<file path="src/rtl/multicycle_control_pkg.sv">
// -----------------------------------------------------------------------------
// multicycle_control_pkg
//
// Shared definitions for the multi-cycle MIPS control unit and the datapath
// it drives: the FSM state encoding, the opcode values it recognises, the
// ALU operation codes and the mux-select encodings for ALU operand B and the
// PC source.
// -----------------------------------------------------------------------------
package multicycle_control_pkg;

    // FSM states. The numeric values are visible on state_o, so they are fixed.
    typedef enum logic [3:0] {
        S_IDLE      = 4'd0,
        S_FETCH     = 4'd1,
        S_DECODE    = 4'd2,
        S_MEM_ADDR  = 4'd3,
        S_MEM_READ  = 4'd4,
        S_MEM_WB    = 4'd5,
        S_MEM_WRITE = 4'd6,
        S_EXECUTE   = 4'd7,
        S_ALU_WB    = 4'd8,
        S_BRANCH    = 4'd9,
        S_JUMP      = 4'd10,
        S_JAL       = 4'd11,
        S_TRAP      = 4'd12
    } state_t;

    // Opcode field values (6-bit MIPS encoding).
    localparam logic [5:0] OP_RTYPE = 6'h00;
    localparam logic [5:0] OP_J     = 6'h02;
    localparam logic [5:0] OP_JAL   = 6'h03;
    localparam logic [5:0] OP_BEQ   = 6'h04;
    localparam logic [5:0] OP_BNE   = 6'h05;
    localparam logic [5:0] OP_ADDI  = 6'h08;
    localparam logic [5:0] OP_ANDI  = 6'h0C;
    localparam logic [5:0] OP_ORI   = 6'h0D;
    localparam logic [5:0] OP_LUI   = 6'h0F;
    localparam logic [5:0] OP_LW    = 6'h23;
    localparam logic [5:0] OP_SW    = 6'h2B;

    // ALU operation codes; zero-extended to the configured alu_op width.
    localparam logic [3:0] ALU_ADD    = 4'b0000;
    localparam logic [3:0] ALU_OR     = 4'b0001;
    localparam logic [3:0] ALU_LUI    = 4'b0010;
    localparam logic [3:0] ALU_AND    = 4'b0011;
    localparam logic [3:0] ALU_SUB_EQ = 4'b0110;
    localparam logic [3:0] ALU_SUB_NE = 4'b0111;
    localparam logic [3:0] ALU_FUNCT  = 4'b1111;  // ALU decodes the funct field

    // ALU operand B select.
    localparam logic [1:0] SRC_B_REG     = 2'b00;
    localparam logic [1:0] SRC_B_FOUR    = 2'b01;
    localparam logic [1:0] SRC_B_IMM     = 2'b10;
    localparam logic [1:0] SRC_B_IMM_SH2 = 2'b11;

    // PC source select.
    localparam logic [1:0] PC_SRC_ALU    = 2'b00;
    localparam logic [1:0] PC_SRC_ALUOUT = 2'b01;
    localparam logic [1:0] PC_SRC_JUMP   = 2'b10;

endpackage

</file>
<file path="src/rtl/mc_output_decode.sv">
// -----------------------------------------------------------------------------
// mc_output_decode
//
// Purely combinational mapping from (state, latched opcode, memory ready) to
// every datapath control signal. Anything not driven for a state stays 0.
//
// Ports:
//   state          in   current FSM state
//   op_q           in   opcode latched in DECODE
//   mem_ready      in   memory completed the current access this cycle
//   pc_write .. illegal   out  datapath controls (see multicycle_control)
// -----------------------------------------------------------------------------
module mc_output_decode
    import multicycle_control_pkg::*;
#(
    parameter int OPCODE_WIDTH = 6,
    parameter int ALU_OP_WIDTH = 4
) (
    input  state_t                   state,
    input  logic [OPCODE_WIDTH-1:0]  op_q,
    input  logic                     mem_ready,
    output logic                     pc_write,
    output logic                     pc_write_cond,
    output logic                     branch_ne,
    output logic                     ir_write,
    output logic                     i_or_d,
    output logic                     mem_read,
    output logic                     mem_write,
    output logic                     reg_dst,
    output logic                     mem_to_reg,
    output logic                     reg_write,
    output logic                     link,
    output logic                     alu_src_a,
    output logic [1:0]               alu_src_b,
    output logic [1:0]               pc_src,
    output logic [ALU_OP_WIDTH-1:0]  alu_op,
    output logic                     instr_done,
    output logic                     illegal
);

    logic       is_rtype;
    logic       is_bne;
    logic [3:0] exec_code;

    assign is_rtype = (op_q == OPCODE_WIDTH'(OP_RTYPE));
    assign is_bne   = (op_q == OPCODE_WIDTH'(OP_BNE));

    // ALU operation used in EXECUTE for R-type and immediate instructions.
    always_comb begin
        exec_code = ALU_ADD;
        case (op_q)
            OPCODE_WIDTH'(OP_RTYPE): exec_code = ALU_FUNCT;
            OPCODE_WIDTH'(OP_ADDI):  exec_code = ALU_ADD;
            OPCODE_WIDTH'(OP_ORI):   exec_code = ALU_OR;
            OPCODE_WIDTH'(OP_LUI):   exec_code = ALU_LUI;
            OPCODE_WIDTH'(OP_ANDI):  exec_code = ALU_AND;
            default:                 exec_code = ALU_ADD;
        endcase
    end

    always_comb begin
        pc_write      = 1'b0;
        pc_write_cond = 1'b0;
        branch_ne     = 1'b0;
        ir_write      = 1'b0;
        i_or_d        = 1'b0;
        mem_read      = 1'b0;
        mem_write     = 1'b0;
        reg_dst       = 1'b0;
        mem_to_reg    = 1'b0;
        reg_write     = 1'b0;
        link          = 1'b0;
        alu_src_a     = 1'b0;
        alu_src_b     = SRC_B_REG;
        pc_src        = PC_SRC_ALU;
        alu_op        = ALU_OP_WIDTH'(ALU_ADD);
        instr_done    = 1'b0;
        illegal       = 1'b0;

        case (state)
            S_FETCH: begin
                // Read strobe is held through wait cycles; PC and IR only
                // capture in the cycle the memory returns the word.
                mem_read  = 1'b1;
                alu_src_b = SRC_B_FOUR;
                pc_src    = PC_SRC_ALU;
                pc_write  = mem_ready;
                ir_write  = mem_ready;
            end
            S_DECODE: begin
                // Precompute the branch target into ALUOut.
                alu_src_b = SRC_B_IMM_SH2;
            end
            S_MEM_ADDR: begin
                alu_src_a = 1'b1;
                alu_src_b = SRC_B_IMM;
            end
            S_MEM_READ: begin
                mem_read = 1'b1;
                i_or_d   = 1'b1;
            end
            S_MEM_WB: begin
                mem_to_reg = 1'b1;
                reg_write  = 1'b1;
                instr_done = 1'b1;
            end
            S_MEM_WRITE: begin
                mem_write  = 1'b1;
                i_or_d     = 1'b1;
                instr_done = mem_ready;
            end
            S_EXECUTE: begin
                alu_src_a = 1'b1;
                alu_src_b = is_rtype ? SRC_B_REG : SRC_B_IMM;
                alu_op    = ALU_OP_WIDTH'(exec_code);
            end
            S_ALU_WB: begin
                reg_dst    = is_rtype;
                reg_write  = 1'b1;
                instr_done = 1'b1;
            end
            S_BRANCH: begin
                alu_src_a     = 1'b1;
                alu_src_b     = SRC_B_REG;
                alu_op        = ALU_OP_WIDTH'(is_bne ? ALU_SUB_NE : ALU_SUB_EQ);
                pc_write_cond = 1'b1;
                pc_src        = PC_SRC_ALUOUT;
                branch_ne     = is_bne;
                instr_done    = 1'b1;
            end
            S_JUMP: begin
                pc_write   = 1'b1;
                pc_src     = PC_SRC_JUMP;
                instr_done = 1'b1;
            end
            S_JAL: begin
                pc_write   = 1'b1;
                pc_src     = PC_SRC_JUMP;
                reg_write  = 1'b1;
                link       = 1'b1;
                instr_done = 1'b1;
            end
            S_TRAP: begin
                illegal = 1'b1;
            end
            default: begin
                // IDLE and unused encodings drive nothing.
            end
        endcase
    end

endmodule

</file>
<file path="src/rtl/multicycle_control.sv">
// -----------------------------------------------------------------------------
// multicycle_control
//
// Multi-cycle control FSM for the shared-memory MIPS datapath. Sequences
// fetch / decode / execute / memory / writeback, stalls on the memory ready
// handshake and parks in TRAP on an illegal opcode until reset.
//
// Ports:
//   clk, reset        clock (rising edge) and asynchronous active-low reset
//   opcode_i          opcode field from the IR, sampled only in DECODE
//   mem_ready_i       memory completed the current read/write this cycle
//   pc_write_o ..     datapath enables and mux selects (from mc_output_decode)
//   instr_done_o      one-cycle pulse in the final cycle of an instruction
//   illegal_o         high while in TRAP
//   state_o           current state for debug
//
// Memory handshake: a strobe (mem_read_o / mem_write_o) is an open request
// that stays constant until a cycle in which mem_ready_i is high; that cycle
// completes the access and the FSM moves on at the following clock edge.
// -----------------------------------------------------------------------------
module multicycle_control
    import multicycle_control_pkg::*;
#(
    parameter int OPCODE_WIDTH = 6,
    parameter int ALU_OP_WIDTH = 4,
    parameter int ENABLE_JAL   = 1
) (
    input  logic                     clk,
    input  logic                     reset,
    input  logic [OPCODE_WIDTH-1:0]  opcode_i,
    input  logic                     mem_ready_i,
    output logic                     pc_write_o,
    output logic                     pc_write_cond_o,
    output logic                     branch_ne_o,
    output logic                     ir_write_o,
    output logic                     i_or_d_o,
    output logic                     mem_read_o,
    output logic                     mem_write_o,
    output logic                     reg_dst_o,
    output logic                     mem_to_reg_o,
    output logic                     reg_write_o,
    output logic                     link_o,
    output logic                     alu_src_a_o,
    output logic [1:0]               alu_src_b_o,
    output logic [1:0]               pc_src_o,
    output logic [ALU_OP_WIDTH-1:0]  alu_op_o,
    output logic                     instr_done_o,
    output logic                     illegal_o,
    output logic [3:0]               state_o
);

    state_t                   state_q;
    state_t                   decode_next;
    logic [OPCODE_WIDTH-1:0]  op_q;

    // Dispatch target out of DECODE, from the opcode currently on the IR.
    always_comb begin
        decode_next = S_TRAP;
        case (opcode_i)
            OPCODE_WIDTH'(OP_LW),
            OPCODE_WIDTH'(OP_SW):    decode_next = S_MEM_ADDR;
            OPCODE_WIDTH'(OP_RTYPE),
            OPCODE_WIDTH'(OP_ADDI),
            OPCODE_WIDTH'(OP_ORI),
            OPCODE_WIDTH'(OP_LUI),
            OPCODE_WIDTH'(OP_ANDI):  decode_next = S_EXECUTE;
            OPCODE_WIDTH'(OP_BEQ),
            OPCODE_WIDTH'(OP_BNE):   decode_next = S_BRANCH;
            OPCODE_WIDTH'(OP_J):     decode_next = S_JUMP;
            OPCODE_WIDTH'(OP_JAL):   decode_next = (ENABLE_JAL != 0) ? S_JAL : S_TRAP;
            default:                 decode_next = S_TRAP;
        endcase
    end

    // Async reset drops straight to IDLE, so every strobe (which decodes
    // from the state) falls without waiting for a clock.
    always_ff @(posedge clk or negedge reset) begin
        if (!reset) begin
            state_q <= S_IDLE;
            op_q    <= '0;
        end else begin
            case (state_q)
                S_IDLE:      state_q <= S_FETCH;
                S_FETCH:     if (mem_ready_i) state_q <= S_DECODE;
                S_DECODE: begin
                    op_q    <= opcode_i;
                    state_q <= decode_next;
                end
                // Only LW and SW reach MEM_ADDR.
                S_MEM_ADDR:  state_q <= (op_q == OPCODE_WIDTH'(OP_SW)) ? S_MEM_WRITE
                                                                       : S_MEM_READ;
                S_MEM_READ:  if (mem_ready_i) state_q <= S_MEM_WB;
                S_MEM_WB:    state_q <= S_FETCH;
                S_MEM_WRITE: if (mem_ready_i) state_q <= S_FETCH;
                S_EXECUTE:   state_q <= S_ALU_WB;
                S_ALU_WB:    state_q <= S_FETCH;
                S_BRANCH:    state_q <= S_FETCH;
                S_JUMP:      state_q <= S_FETCH;
                S_JAL:       state_q <= S_FETCH;
                S_TRAP:      state_q <= S_TRAP;
                default:     state_q <= S_IDLE;
            endcase
        end
    end

    assign state_o = state_q;

    mc_output_decode #(
        .OPCODE_WIDTH (OPCODE_WIDTH),
        .ALU_OP_WIDTH (ALU_OP_WIDTH)
    ) u_output_decode (
        .state         (state_q),
        .op_q          (op_q),
        .mem_ready     (mem_ready_i),
        .pc_write      (pc_write_o),
        .pc_write_cond (pc_write_cond_o),
        .branch_ne     (branch_ne_o),
        .ir_write      (ir_write_o),
        .i_or_d        (i_or_d_o),
        .mem_read      (mem_read_o),
        .mem_write     (mem_write_o),
        .reg_dst       (reg_dst_o),
        .mem_to_reg    (mem_to_reg_o),
        .reg_write     (reg_write_o),
        .link          (link_o),
        .alu_src_a     (alu_src_a_o),
        .alu_src_b     (alu_src_b_o),
        .pc_src        (pc_src_o),
        .alu_op        (alu_op_o),
        .instr_done    (instr_done_o),
        .illegal       (illegal_o)
    );

endmodule
</file>
<file path="config.mk">
export PLATFORM = sky130hd
export DESIGN_NAME = multicycle_control
export DESIGN_NICKNAME = d
export VERILOG_FILES = /design/src/rtl/multicycle_control_pkg.sv /design/src/rtl/mc_output_decode.sv /design/src/rtl/multicycle_control.sv
export SDC_FILE = /design/constraint.sdc
export NUM_CORES = 1
export LEC_CHECK = 0
export ABC_AREA = 1
export ABC_CLOCK_PERIOD_IN_PS = 2800
export CAP_MARGIN = 5
export CORE_MARGIN = 10
export CORE_UTILIZATION = 45
export CTS_BUF_LIST = sky130_fd_sc_hd__clkbuf_8
export DETAILED_ROUTE_END_ITERATION = 8
export PLACE_DENSITY = 0.83
export SETUP_SLACK_MARGIN = 0.3
export SLEW_MARGIN = 10
export SYNTH_ARGS = -nofsm -noshare
export SYNTH_HDL_FRONTEND = slang
export SYNTH_SLANG_ARGS = --single-unit
export TNS_END_PERCENT = 10
</file>
<file path="constraint.sdc">
create_clock -name clk -period 2.8 [get_ports clk]
set_input_delay 0.56 -clock clk [delete_from_list [all_inputs] [get_ports clk]]
set_output_delay 0.56 -clock clk [all_outputs]
set_load 0.1 [all_outputs]
</file>
# --- Word-level counts from Yosys, hierarchy flattened ---
# Index checks and enable logic that the tools add are counted.
totals:
  register_bits: 10
  input_bits: 9
  out_inout_bits: 26
op_classes:
  eq_ne: 30
  mux: 26
  reduce_logical: 14
op_table:
  columns: ["operator", "n"]
  rows:
  - ["== test 6 x 4 -> 1 bit (second input constant)", 7]
  - ["one-hot mux 4 bit (8 select lines)", 1]
  - ["== test 4 bit (second input constant)", 5]
  - ["one-hot mux 4 bit (5 select lines)", 1]
  - ["== test 6 x 3 -> 1 bit (second input constant)", 3]
  - ["== test 6 bit (second input constant)", 3]
  - ["== test 4 x 3 -> 1 bit (second input constant)", 4]
  - ["one-hot mux 4 bit (4 select lines)", 1]
  - ["two-way mux 1 bit", 13]
  - ["== test 6 x 2 -> 1 bit (second input constant)", 2]
  - ["zero test 6 bit", 2]
  - ["two-way mux 4 bit", 3]
  - ["OR reduction 2 bit", 5]
  - ["OR reduction 5 bit", 2]
  - ["== test 4 x 2 -> 1 bit (second input constant)", 2]
  - ["one-hot mux 2 bit (4 select lines)", 1]
  - ["one-hot mux 4 bit (2 select lines)", 1]
  - ["inequality test 2 bit (second input constant)", 3]
  - ["OR reduction 3 bit", 2]
  - ["OR reduction 6 bit", 1]
  - ["== test 4 x 1 -> 1 bit (second input constant)", 1]
  - ["zero test 4 bit", 1]
  - ["two-way mux 2 bit", 2]
  - ["one-hot mux 1 bit (2 select lines)", 2]
  - ["other kinds (2)", 2]

# --- Longest topological paths before layout ---
# Gate-level depths: netlist (run 1).
depth:
  depth_word: 4
  depth_mapped: 10
  mapped_depth_nobuf: 10

# --- Modules after synthesis ---
# A second synthesis (run 1) with hierarchy kept.
hier_totals:
  cells_unflattened: 168
  area_unflattened_um2: 988.4
by_module_without_submodules:
  columns: ["mod", "instances", "cells_each", "area_each_um2", "seq_area_each_um2"]
  rows:
  - ["multicycle_control", 1, 95, 646.9, 250.2]
  - ["mc_output_decode", 1, 73, 341.6, 0.0]

# --- Worst setup path before layout (run 1) ---
# No wires, ideal clock.
synth_path:
  path_type: "flip-flop to output port"
  from: "register state_q[2], in the netlist state_o[2]"
  to: "output port instr_done_o"
  t_arrival_ns: 3.599
  t_required_ns: 2.240
  slack_ns: -1.359
  stages_incl_launch_ff: 7
  path_buffers: 0
  path_cell_list: "dfrtp_1 -> inv_1 -> nor2_2 -> nand2_1 -> nor2_1 -> nand2_1 -> nand3_1"
synth_between:
  elab_chain_cells: 3
  elab_cells_between_ends: 8
synth_rtl:
  columns: ["element", "line_no", "rtl"]
  rows:
  - ["from (decl)", "multicycle_control.sv:52", "state_t state_q;"]
  - ["from (signal assigned)", "multicycle_control.sv:87", "state_q <= decode_next;"]
  - ["from (signal assigned)", "multicycle_control.sv:90", "S_MEM_ADDR: state_q <= (op_q == OPCODE_WIDTH'(OP_SW)) ? S_MEM_WRITE"]
  - ["== test 4 x 3 -> 1 bit / == test 4 bit (equally long branches)", "mc_output_decode.sv:80", "case (state)"]
  - ["OR reduction 5 bit (no line)", null, null]
  - ["one-hot mux 1 bit (2 select lines) *", "mc_output_decode.sv:80", null]
  - ["to (decl)", "multicycle_control.sv:47", "output logic instr_done_o,"]
# Every way passes the cells marked *; elsewhere a longest branch is shown, timed or not.

# --- Worst setup path in the final report (run 1) ---
layout_path:
  from: "register state_q[1], in the netlist state_o[1]"
  to: "output port alu_op_o[1]"
layout_between:
  elab_chain_cells: 2
  elab_cells_between_ends: 3
layout_rtl:
  columns: ["element", "line_no", "rtl"]
  rows:
  - ["== test 4 bit / == test 4 x 3 -> 1 bit (equally long branches)", "mc_output_decode.sv:80", null]
  - ["one-hot mux 4 bit (2 select lines) *", "mc_output_decode.sv:80", null]
  - ["to (decl)", "multicycle_control.sv:46", "output logic [ALU_OP_WIDTH-1:0] alu_op_o,"]
# Marked as above.

==> run summary, run 1 <==
Post-CTS Setup Inserts: 0
Area contributors post-synth: dfrtp_1 29%, nand2_1 23%, nor2_1 12%
Diode count: 0
Number of enable flip-flop cells after synthesis: 0
Clk Latency, worst-skew pair: 0.24 ns
All-Layer GR Usage: 13.2%
Placeable Area: 1760 µm²
Drt first pass iters: 4
Fin cells: 210
Rows: 15
FF-to-FF setup slack: 1.30 ns
Vias per inst: 4.87
Crit path buf inv count: 3
Clk pin slew, worst setup/hold paths: 0.05 ns
Total grt overflow: 0
Port buffer count: 34
Die area: 4070 µm²
Synthesized cell area: 863 µm²
Worst path top cell family by delay: flip-flops
Die Wd: 63.8 µm
Hold endpoint: op_q[5]$_DFFE_PN0P_
CTS Buf Count: 3
CTS root buf: clkbuf_8
RR Startpoint: state_o[1]$_DFFE_PN0P_
Drt initial violations: 15
Compound-Gate Fraction of Synth Area: 10.3%
Routed len/inst: 12.6 µm
Nets: 195
Main combinational cell family by area after synthesis: simple AND/OR/NAND/NOR gates
Layout cell share with drive strength beyond 1: 30.8%
Ys flop type: dfrtp_1
Fillers: 157
Crit path capture type: output pin
Slew headroom: 70.0%
Hold Vio Cnt, Final: 0
Post-Synth XOR/XNOR Area: 0%
Vias after detailed routing: 1,023
Max Cap Viol: 0
Most common cell on crit path: nand2_1
Post-synthesis mux area share: 0%
Area of the multi-input gates: 557 µm²
Synth top area share: 29.0%
Largest net degree at the start of global routing: 15
RSZ-0062 raised after global routing: no
Antenna-violating nets left: 0
Worst hold path type: reg2reg
Crit path launch: state_o[1]$_DFFE_PN0P_
Max Buffers Root-to-Sink: 2
Crit path DAT: 1.72 ns
Min-delay src: op_q[5]$_DFFE_PN0P_
H-tree levels: 1
Number of global-route vias before repair: 1,017
Slowest cell on crit path: dfrtp_4
I/O Pins: 35
RR Endpoint: state_o[3]$_DFFE_PN0P_
FF+latch area: 265 µm²
R2R cell count: 5
Routed WL: 2640 µm
Die H: 63.8 µm
Critical-path cell list: nand2_1 -> inv_1 -> nand2_1 -> inv_1 -> o21ai_0 -> nand2_1 -> buf_12
Worst-path fanout max: 6
Crit Path Category: reg2out
Worst slew pin tran: 0.448 ns
Max-slew violations: 0
Area share of fa/ha/maj cells after synthesis: 0%
DP Wirelength: 2250 µm
Critical path startpoint category: flop
CTS Hold Bufs: 0
Initial core utilization: 48.9%
Final worst-path cycle share: 81.5%
CTS tree: yes
Setup violators final: 0
Register area share after synthesis: 29.0%
Inst Count DP: 206
Max frequency: 438 MHz
Syn Inst Count: 149
First-pass GRT wire length: 4490 µm
#FFs+latches synth: 10
Synth warn: 0
Sink Count: 10
Syn avg cell area: 5.79 µm²
WHS Path Cells: 2
Slowest stage delay, CP: 0.51 ns
Simple-gate portion of the synthesized area: 47.2%
Worst Skew: 0.00296 ns
Antenna violations before repair: 0
Synthesis-to-layout area growth: 57.1%
# resized after CTS: 0
Post-synthesis async set-or-reset flop share: 100%
Synth cell types: 20
Post-Syn Nets: 158
CP Data Required Time: 2.24 ns
DRC: 0
Status: completed
Final min period: 2.28 ns
Gpl congestion: 0.821
Largest area contributor in the netlist: dfrtp_1
==> metal layers <==
metal / up-vias / track usage, % / wire, µm
met4: 0 / 6.56 / 50
li1: 531 / - / -
met1: 452 / 13.9 / 1140
met2: 35 / 23.6 / 1270
met3: 5 / 3.66 / 183
met5: - / 0 / 0
==> flip-flops by register name, summed over array words and instances, names as in the netlist <==
signal and count:
state_o 4, op_q 6
==> cells in the final DEF, fill, tap and decap left out <==
master           instances
nor3_4                   1
a21oi_2                  1
o21ai_2                  2
a211o_2                  1
buf_12                   6
inv_1                   23
nand2_2                  4
nand4_1                  2
nor3_1                   1
buf_4                   20
nor2_4                   4
nand3_1                  6
o22ai_2                  1
o21ai_0                  7
nand3_2                  1
dfrtp_4                  4
inv_2                    3
nor2_2                   4
o21bai_4                 1
nor2_1                  23
dfrtp_1                  6
clkbuf_8                 4
o21bai_1                 1
clkdlybuf4s50_1          8
nand2_1                 51
==> cell usage after synthesis (2+ instances only) <==
library cell  number
inv_2              2
dfrtp_1           10
o21ai_0            8
nand4_1            2
inv_1             24
nand2_2            3
nand2_1           52
nand3_1            7
nor2_1            27
o21bai_1           2
nor2_2             3
==> per-stage QoR <==
stage / hold WS [ns] / setup TNS (ns) / util [%] / cell area, µm² / setup slack, ns
floorplan: 0.264 / -0.00565 / - / 938 / -0.00565
CTS: 0.523 / 0 / 76.9 / 1360 / 0.517
global route: 0.559 / 0 / 76.9 / 1360 / 0.388
global placement: 0.503 / 0 / 73.8 / 1300 / 0.678
finish: 0.527 / 0 / 76.9 / 1360 / 0.518
detailed placement: 0.511 / 0 / 73.8 / 1300 / 0.663
==> worst reg2reg max path, delay by kind of cell (launching register included) <==
| family | cells | cell delay (ns) |
|---|---|---|
| buf+inv | 2 | 0.21 |
| flops | 1 | 0.51 |
| compound gates | 1 | 0.28 |
| simple gates | 2 | 0.38 |
==> how the worst max path moves through the flow <==
stage	to	slack, ns	cells after the start
after global routing	alu_op_o[1]	0.39	7
after CTS	alu_op_o[1]	0.52	7
after global placement	ir_write_o	0.68	4
final	alu_op_o[1]	0.52	7
after floorplan	alu_op_o[0]	-0.006	5
after detailed placement	ir_write_o	0.66	4
==> cell families (layout without fill, tap and decap cells) <==
logic type             Yosys count  after routing
AOI/OAI and AO/OA               14             14
DFF                             10             10
buffers and inverters           28             64
and+or+nand+nor                 97             97
==> area by class of cell <==
class                      count  area share (%)
clock buffer                   4            4.06
inverter                      26            7.20
multi-input combinational    111            41.1
sequential                    10            19.6
tap                           25            2.31
timing repair buffer          34            25.8
Power of run 1 is not shown: default switching activity piles up to over one toggle a cycle in this logic, so the estimate is an artifact.
==> inputs of run 2 (changes only) <==
--- a/config.mk
+++ b/config.mk
@@ -6,13 +6,13 @@
 export NUM_CORES = 1
 export LEC_CHECK = 0
 export ABC_AREA = 1
-export ABC_CLOCK_PERIOD_IN_PS = 2800
+export ABC_CLOCK_PERIOD_IN_PS = 1950
 export CAP_MARGIN = 5
 export CORE_MARGIN = 10
-export CORE_UTILIZATION = 45
+export CORE_UTILIZATION = 40
 export CTS_BUF_LIST = sky130_fd_sc_hd__clkbuf_8
 export DETAILED_ROUTE_END_ITERATION = 8
-export PLACE_DENSITY = 0.83
+export PLACE_DENSITY = 0.78
 export SETUP_SLACK_MARGIN = 0.3
 export SLEW_MARGIN = 10
 export SYNTH_ARGS = -nofsm -noshare
==> constraint.sdc (replaced) <==
create_clock -name clk -period 1.95 [get_ports clk]
set_input_delay 0.39 -clock clk [delete_from_list [all_inputs] [get_ports clk]]
set_output_delay 0.39 -clock clk [all_outputs]
set_load 0.1 [all_outputs]
==> run 2 against run 1 <==
Net effect:
- the run now ends with negative setup slack left
- clock skew grew 0.0017 ns
- core utilization is 15 points higher
- global-route usage is 4.5 points higher
- critical path type unchanged
- critical endpoint is now alu_op_o[0]
- highest routed layer unchanged
==> run summary, run 2 (same netlist as run 1, synthesis figures left out) <==
All-Layer GR Usage: 17.7% (was 13.2%)
Clk Latency, worst-skew pair: 0.25 ns (was 0.24 ns)
Commonest non-fill, non-tap cell in the layout: nand2_1 (unchanged)
Placeable Area: 2000 µm² (was 1760 µm²)
Crit Path Category: reg2out (unchanged)
Port buffer count: 34 (unchanged)
Initial core utilization: 43.1% (was 48.9%)
Antenna violations before repair: 0 (unchanged)
Slowest cell on crit path: dfrtp_1 (was dfrtp_4)
Worst slew pin tran: 0.464 ns (was 0.448 ns)
Antenna-violating nets left: 0 (unchanged)
Setup violators final: 12 (was 0)
RR Endpoint: state_o[1]$_DFFE_PN0P_ (was state_o[3]$_DFFE_PN0P_)
Fillers: 75 (was 157)
Slowest stage delay, CP: 0.45 ns (was 0.51 ns)
FF-to-FF setup slack: 0.35 ns (was 1.30 ns)
Clk pin slew, worst setup/hold paths: 0.05 ns (about the same)
Max Cap Viol: 0 (unchanged)
Post-DP Area: 1580 µm² (was 1300 µm²)
Final worst-path cycle share: 106%
Final min period: 2.06 ns
R2R cell count: 8 (was 5)
Fin cells: 224 (was 210)
CTS Buf Count: 3 (unchanged)
FF+latch area: 267 µm² (was 265 µm²)
Hold Vio Cnt, Final: 0 (unchanged)
Nets: 207 (was 195)
Number of global-route vias before repair: 1,279 (was 1,017)
Total grt overflow: 0 (unchanged)
DP Wirelength: 2670 µm (was 2250 µm)
Die area: 4420 µm² (was 4070 µm²)
Status: finished with violations (was completed)
Worst hold path type: in2async (was reg2reg)
Routed WL: 5010 µm (was 2640 µm)
Gpl congestion: 0.864 (was 0.821)
Largest Register: op_q (unchanged)
Synthesis-to-layout area growth: 114% (was 57.1%)
Crit path buf inv count: 1 (was 3)
Crit path capture type: output pin (unchanged)
Routed len/inst: 22.3 µm (was 12.6 µm)
Worst path top cell family by delay: simple AND/OR/NAND/NOR gates (was flip-flops)
Inst Count DP: 209 (was 206)
First-pass GRT wire length: 6180 µm (was 4490 µm)
Rows: 16 (was 15)
DRC: 0 (unchanged)
Diode count: 0 (unchanged)
Drt initial violations: 95 (was 15)
Die Wd: 66.5 µm (was 63.8 µm)
RSZ-0062 raised after global routing: yes (was no)
Max FFs per register: 6 (unchanged)
CTS root buf: clkbuf_8 (unchanged)
Layout cell share with drive strength beyond 1: 49.2% (was 30.8%)
Worst setup margin: -0.114 ns (was 0.518 ns)
Largest net degree at the start of global routing: 15 (unchanged)
Drt first pass iters: 4 (unchanged)
Slew headroom: 69.0% (was 70.0%)
Die H: 66.5 µm (was 63.8 µm)
Max-slew violations: 0 (unchanged)
WHS: 0.464 ns (was 0.527 ns)
Critical path startpoint category: flop (unchanged)
Critical-path cell list: nor2_4 -> nand2_2 -> nor3_4 -> nor2_2 -> o21bai_4 -> buf_12 (was nand2_1 -> inv_1 -> nand2_1 -> inv_1 -> o21ai_0 -> nand2_1 -> buf_12)
Failing checks: negative setup slack
Max frequency: 484 MHz
Area of the multi-input gates: 672 µm² (was 557 µm²)
I/O Pins: 35 (unchanged)
Max Buffers Root-to-Sink: 2 (unchanged)
H-tree levels: 1 (unchanged)
RR Startpoint: op_q[3]$_DFFE_PN0P_ (was state_o[1]$_DFFE_PN0P_)
Worst-path fanout max: 4 (was 6)
Finished Cell Area: 1840 µm² (was 1360 µm²)
Most frequent cells in the layout: 43 x nand2_1, 27 x buf_12, 17 x inv_1 (was 51 x nand2_1, 23 x inv_1, 23 x nor2_1)
Sink Count: 10 (unchanged)
Vias per inst: 5.94 (was 4.87)
CP Data Required Time: 1.56 ns (was 2.24 ns)
Worst Skew: 0.00467 ns (was 0.00296 ns)
CTS tree: yes (unchanged)
Crit path DAT: 1.67 ns (was 1.72 ns)
Vias after detailed routing: 1,331 (was 1,023)
run 2: changes by cell type in the layout (fill, tap and decap cells not counted), moves of 2 or more:
cell,change
nand2_4,+2
inv_2,+2
nor2_2,+5
nand2_2,+6
buf_4,-10
clkinvlp_4,+2
inv_4,+2
buf_12,+21
nand2_1,-8
inv_1,-6
nor2_1,-10
nor2_4,+5
run 2: worst reg2reg max path: cells and delay by family (launching register included):
kind | cells | cell delay (ns)
simple gates | 7 | 1.04
buf+inv | 1 | 0.12
flops | 1 | 0.39
run 2: how the worst max path moves through the flow:
stage | start | to | slack [ns] | cells after the start
6_report | op_q[5]$_DFFE_PN0P_ | alu_op_o[0] | -0.11 | 6
5_1_grt | op_q[5]$_DFFE_PN0P_ | alu_op_o[1] | -0.12 | 6
4_1_cts | state_o[1]$_DFFE_PN0P_ | alu_src_a_o | 0.05 | 6
3_5_place_dp | state_o[3]$_DFFE_PN0P_ | instr_done_o | 0.14 | 6
3_3_place_gp | mem_ready_i | pc_write_o | 0.19 | 4
2_1_floorplan | state_o[0]$_DFFE_PN0P_ | alu_op_o[0] | -0.67 | 5
run 2: cell type report:
cell class / count / share of cell area (%)
Sequential cell: 10 / 14.5
Multi-Input combinational cell: 111 / 36.4
Clock buffer: 4 / 2.99
Tap cell: 27 / 1.83
Inverter: 26 / 5.97
Timing Repair Buffer: 46 / 38.3
run 2: repair_timing:
action / 4_1_cts / 5_1_grt
setup buffers: 8 / 3
pin swaps: 6 / 7
endpoints found under the setup margin: 22 / 24
hold buffers: 0 / 0
resized for setup: 16 / 21
run 2: layer usage:
layer | part of all wire (%) | vias up | track usage [%]
li1 | - | 553 | -
met4 | 6.3 | 0 | 12.0
met3 | 12 | 32 | 4.18
met1 | 34 | 603 | 18.0
met2 | 47 | 143 | 31.3
met5 | 0 | - | 0
run 2: stage by stage:
stage                     setup TNS, ns  worst slack, ns  util (%)
after floorplan                   -7.55           -0.671         -
after global placement                0            0.192      78.9
after detailed placement              0            0.135      78.9
after CTS                             0           0.0498      86.8
after global routing             -0.910           -0.121      92.1
final                            -0.463           -0.114      92.1
Power of run 2 is left out for the same reason.
==> inputs of run 3 (changes only) <==
--- a/config.mk
+++ b/config.mk
@@ -12,10 +12,10 @@
 export CORE_UTILIZATION = 40
 export CTS_BUF_LIST = sky130_fd_sc_hd__clkbuf_8
 export DETAILED_ROUTE_END_ITERATION = 8
+export HOLD_SLACK_MARGIN = 0.08
 export PLACE_DENSITY = 0.78
 export SETUP_SLACK_MARGIN = 0.3
 export SLEW_MARGIN = 10
 export SYNTH_ARGS = -nofsm -noshare
 export SYNTH_HDL_FRONTEND = slang
 export SYNTH_SLANG_ARGS = --single-unit
-export TNS_END_PERCENT = 10
==> run 3 against run 2 <==
Net effect:
- the flow now stops in 5_1_grt
- synthesized area stayed put
- synthesized cell count unchanged
==> run summary, run 3 <==
Register area share after synthesis: 29.0% (unchanged)
#FFs+latches synth: 10 (unchanged)
Last worst endpoint in the global-route repair_timing: reg_write_o
Area contributors post-synth: dfrtp_1 29%, nand2_1 23%, nor2_1 12% (unchanged)
Synthesized cell area: 863 µm² (unchanged)
Largest net degree at the start of global routing: 15
Post-synth top cells: 52 x nand2_1, 27 x nor2_1, 24 x inv_1, 10 x dfrtp_1, 8 x o21ai_0 (unchanged)
Dominant cell by count in the synthesized netlist: nand2_1 (unchanged)
Largest area contributor in the netlist: dfrtp_1 (unchanged)
Sink Count: 10 (unchanged)
Die H: 66.5 µm (unchanged)
Die Wd: 66.5 µm (unchanged)
Failed at: 5_1_grt
H-tree levels: 1 (unchanged)
Status: stopped before the end (was finished with violations)
Worst-path end type: output port
Synth cell types: 20 (unchanged)
Post-synthesis async set-or-reset flop share: 100% (unchanged)
CTS root buf: clkbuf_8 (unchanged)
I/O Pins: 35 (unchanged)
Synth top area share: 29.0% (unchanged)
Port buffer count: 34 (unchanged)
CTS Buf Count: 3 (unchanged)
Post-DP Area: 1680 µm² (was 1580 µm²)
Number of enable flip-flop cells after synthesis: 0 (unchanged)
Gpl congestion: 0.839 (was 0.864)
Syn avg cell area: 5.79 µm² (unchanged)
DP Wirelength: 2720 µm (was 2670 µm)
Inst Count DP: 211 (was 209)
Post-Syn Nets: 158 (unchanged)
Synth warn: 0 (unchanged)
Max Buffers Root-to-Sink: 2 (unchanged)
Placement Setup Slack: 0.134 ns (was 0.135 ns)
Rows: 16 (unchanged)
Stop Error: [ERROR DPL-0038] Utilization greater than 100%, impossible to legalize
Ys flop type: dfrtp_1 (unchanged)
Initial core utilization: 43.1% (unchanged)
Syn Inst Count: 149 (unchanged)
CTS Hold Bufs: 0 (unchanged)
-- run 3: cell families after synthesis --
family          after synthesis  synth area share [%]
flops                        10                  29.0
compound gates               14                  10.3
simple gates                 97                  47.2
buf+inv                      28                  13.5
-- run 3: through the flow --
stage	hold slack (ns)	util, %
4_1_cts	0.484	94.7
3_5_place_dp	0.519	84.0
3_3_place_gp	0.500	84.0
2_1_floorplan	0.0944	-
-- run 3: what timing repair did --
action	4_1_cts
buffers inserted	14
pin swaps	6
resized for setup	17
endpoints found under the setup margin	22
==> inputs of run 4 (changes only) <==
--- a/config.mk
+++ b/config.mk
@@ -6,15 +6,12 @@
 export NUM_CORES = 1
 export LEC_CHECK = 0
 export ABC_AREA = 1
-export ABC_CLOCK_PERIOD_IN_PS = 1950
+export ABC_CLOCK_PERIOD_IN_PS = 2500
 export CAP_MARGIN = 5
-export CORE_MARGIN = 10
-export CORE_UTILIZATION = 40
-export CTS_BUF_LIST = sky130_fd_sc_hd__clkbuf_8
+export CORE_AREA = 10 10 71 73
 export DETAILED_ROUTE_END_ITERATION = 8
-export HOLD_SLACK_MARGIN = 0.08
-export PLACE_DENSITY = 0.78
-export SETUP_SLACK_MARGIN = 0.3
+export DIE_AREA = 0 0 81 83
+export PLACE_DENSITY_LB_ADDON = 0.15
 export SLEW_MARGIN = 10
 export SYNTH_ARGS = -nofsm -noshare
 export SYNTH_HDL_FRONTEND = slang
==> constraint.sdc (replaced) <==
create_clock -name clk -period 2.5 [get_ports clk]
set_input_delay 0.5 -clock clk [delete_from_list [all_inputs] [get_ports clk]]
set_output_delay 0.5 -clock clk [all_outputs]
set_load 0.1 [all_outputs]
==> run 4 against run 3 <==
Net effect:
- the flow now finishes without violations
==> run summary, run 4 (same netlist as run 1, synthesis figures left out) <==
Synthesis-to-layout area growth: 82.9%
Gpl congestion: 0.802 (was 0.839)
Die area: 6720 µm²
Antenna-violating nets left: 0
Setup violators final: 0
Worst slew pin tran: 0.440 ns
Drt first pass iters: 4
CTS tree: yes
Final min period: 2.22 ns
Crit path capture type: output pin
Max-slew violations: 0
Port buffer count: 34 (unchanged)
Worst Skew: 0.00660 ns
RR Endpoint: state_o[3]$_DFFE_PN0P_
Vias per inst: 4.40
Layout cell share with drive strength beyond 1: 33.5%
Max FFs per register: 6
Clk pin slew, worst setup/hold paths: 0.05 ns
Fin cells: 233
Worst hold path type: reg2reg
Max Cap Viol: 0
Final worst-path cycle share: 89.0%
Worst-path fanout max: 6
Most frequent cells in the layout: 51 x nand2_1, 22 x inv_1, 20 x buf_12
DP Wirelength: 2530 µm (was 2720 µm)
Diode count: 0
FF+latch area: 265 µm²
R2R cell count: 5
Max frequency: 450 MHz
Rows: 22 (was 16)
Routed WL: 2830 µm
Die H: 83 µm (was 66.5 µm)
H-tree levels: 1 (unchanged)
All-Layer GR Usage: 8.66%
Placeable Area: 3630 µm²
Initial core utilization: 23.8% (was 43.1%)
Status: completed (was stopped before the end)
Fillers: 400
First-pass GRT wire length: 4930 µm
Hold endpoint: op_q[5]$_DFFE_PN0P_
Number of global-route vias before repair: 1,124
Crit path DAT: 1.72 ns
Nets: 195
Max Buffers Root-to-Sink: 2 (unchanged)
Area of the multi-input gates: 579 µm²
CTS Buf Count: 3 (unchanged)
Commonest non-fill, non-tap cell in the layout: nand2_1
Sum Neg Setup Slack: 0 ns
CP Data Required Time: 2.00 ns
Slew headroom: 70.5%
Largest net degree at the start of global routing: 15
Die Wd: 81 µm (was 66.5 µm)
Routed len/inst: 12.2 µm
CTS root buf: clkbuf_8 (unchanged)
Min-delay src: op_q[5]$_DFFE_PN0P_
RSZ-0062 raised after global routing: no
DRC: 0
Vias after detailed routing: 1,026
WHS Path Cells: 2
CTS Hold Bufs: 0 (unchanged)
Hold Vio Cnt, Final: 0
Total grt overflow: 0
FF-to-FF setup slack: 0.99 ns
Critical path startpoint category: flop
Clk Latency, worst-skew pair: 0.23 ns
Antenna violations before repair: 0
Sink Count: 10 (unchanged)
RR Startpoint: state_o[1]$_DFFE_PN0P_
Largest Register: op_q
Post-CTS Setup Inserts: 0 (was 14)
# resized after CTS: 0 (was 17)
Inst Count DP: 229 (was 211)
Crit Path Category: reg2out
I/O Pins: 35 (unchanged)
Drt initial violations: 41
WHS: 0.518 ns
[run 4: metrics by stage]
step	setup slack (ns)	area, µm²	utilization, %
2_1_floorplan	-0.231	967	-
5_1_grt	0.153	1580	43.5
3_5_place_dp	0.490	1530	42.2
4_1_cts	0.271	1580	43.5
6_report	0.276	1580	43.5
3_3_place_gp	0.517	1530	42.2
[run 4: worst max path at each step]
stage,end,from,slack [ns]
after floorplan,alu_op_o[0],state_o[0]$_DFFE_PN0P_,-0.23
after global placement,pc_write_o,mem_ready_i,0.52
after detailed placement,pc_write_o,mem_ready_i,0.49
after CTS,alu_op_o[1],state_o[2]$_DFFE_PN0P_,0.27
after global routing,alu_op_o[1],state_o[1]$_DFFE_PN0P_,0.15
final,alu_op_o[1],state_o[2]$_DFFE_PN0P_,0.28
[run 4: critical path, cell delays in order, from the launching register on]
cell	delay, ns
dfrtp_4	0.47
inv_1	0.07
nor2_2	0.17
nand2_1	0.24
inv_1	0.16
o21ai_0	0.09
nand2_1	0.11
buf_12	0.18
[run 4: final cells by class]
class | instances | share of cell area (%)
Timing Repair Buffer | 34 | 33.3
Sequential cell | 10 | 16.8
Clock buffer | 4 | 2.85
Multi-Input combinational cell | 111 | 36.7
Inverter | 26 | 6.58
Tap cell | 48 | 3.80
[run 4: layer usage]
layer	global-route usage [%]	vias up	wire length [µm]
li1	-	523	-
met1	9.47	473	1210
met2	14.4	28	1360
met3	2.91	2	230
met4	4.07	0	34
met5	0	-	0
Power of run 4 is left out for the same reason.
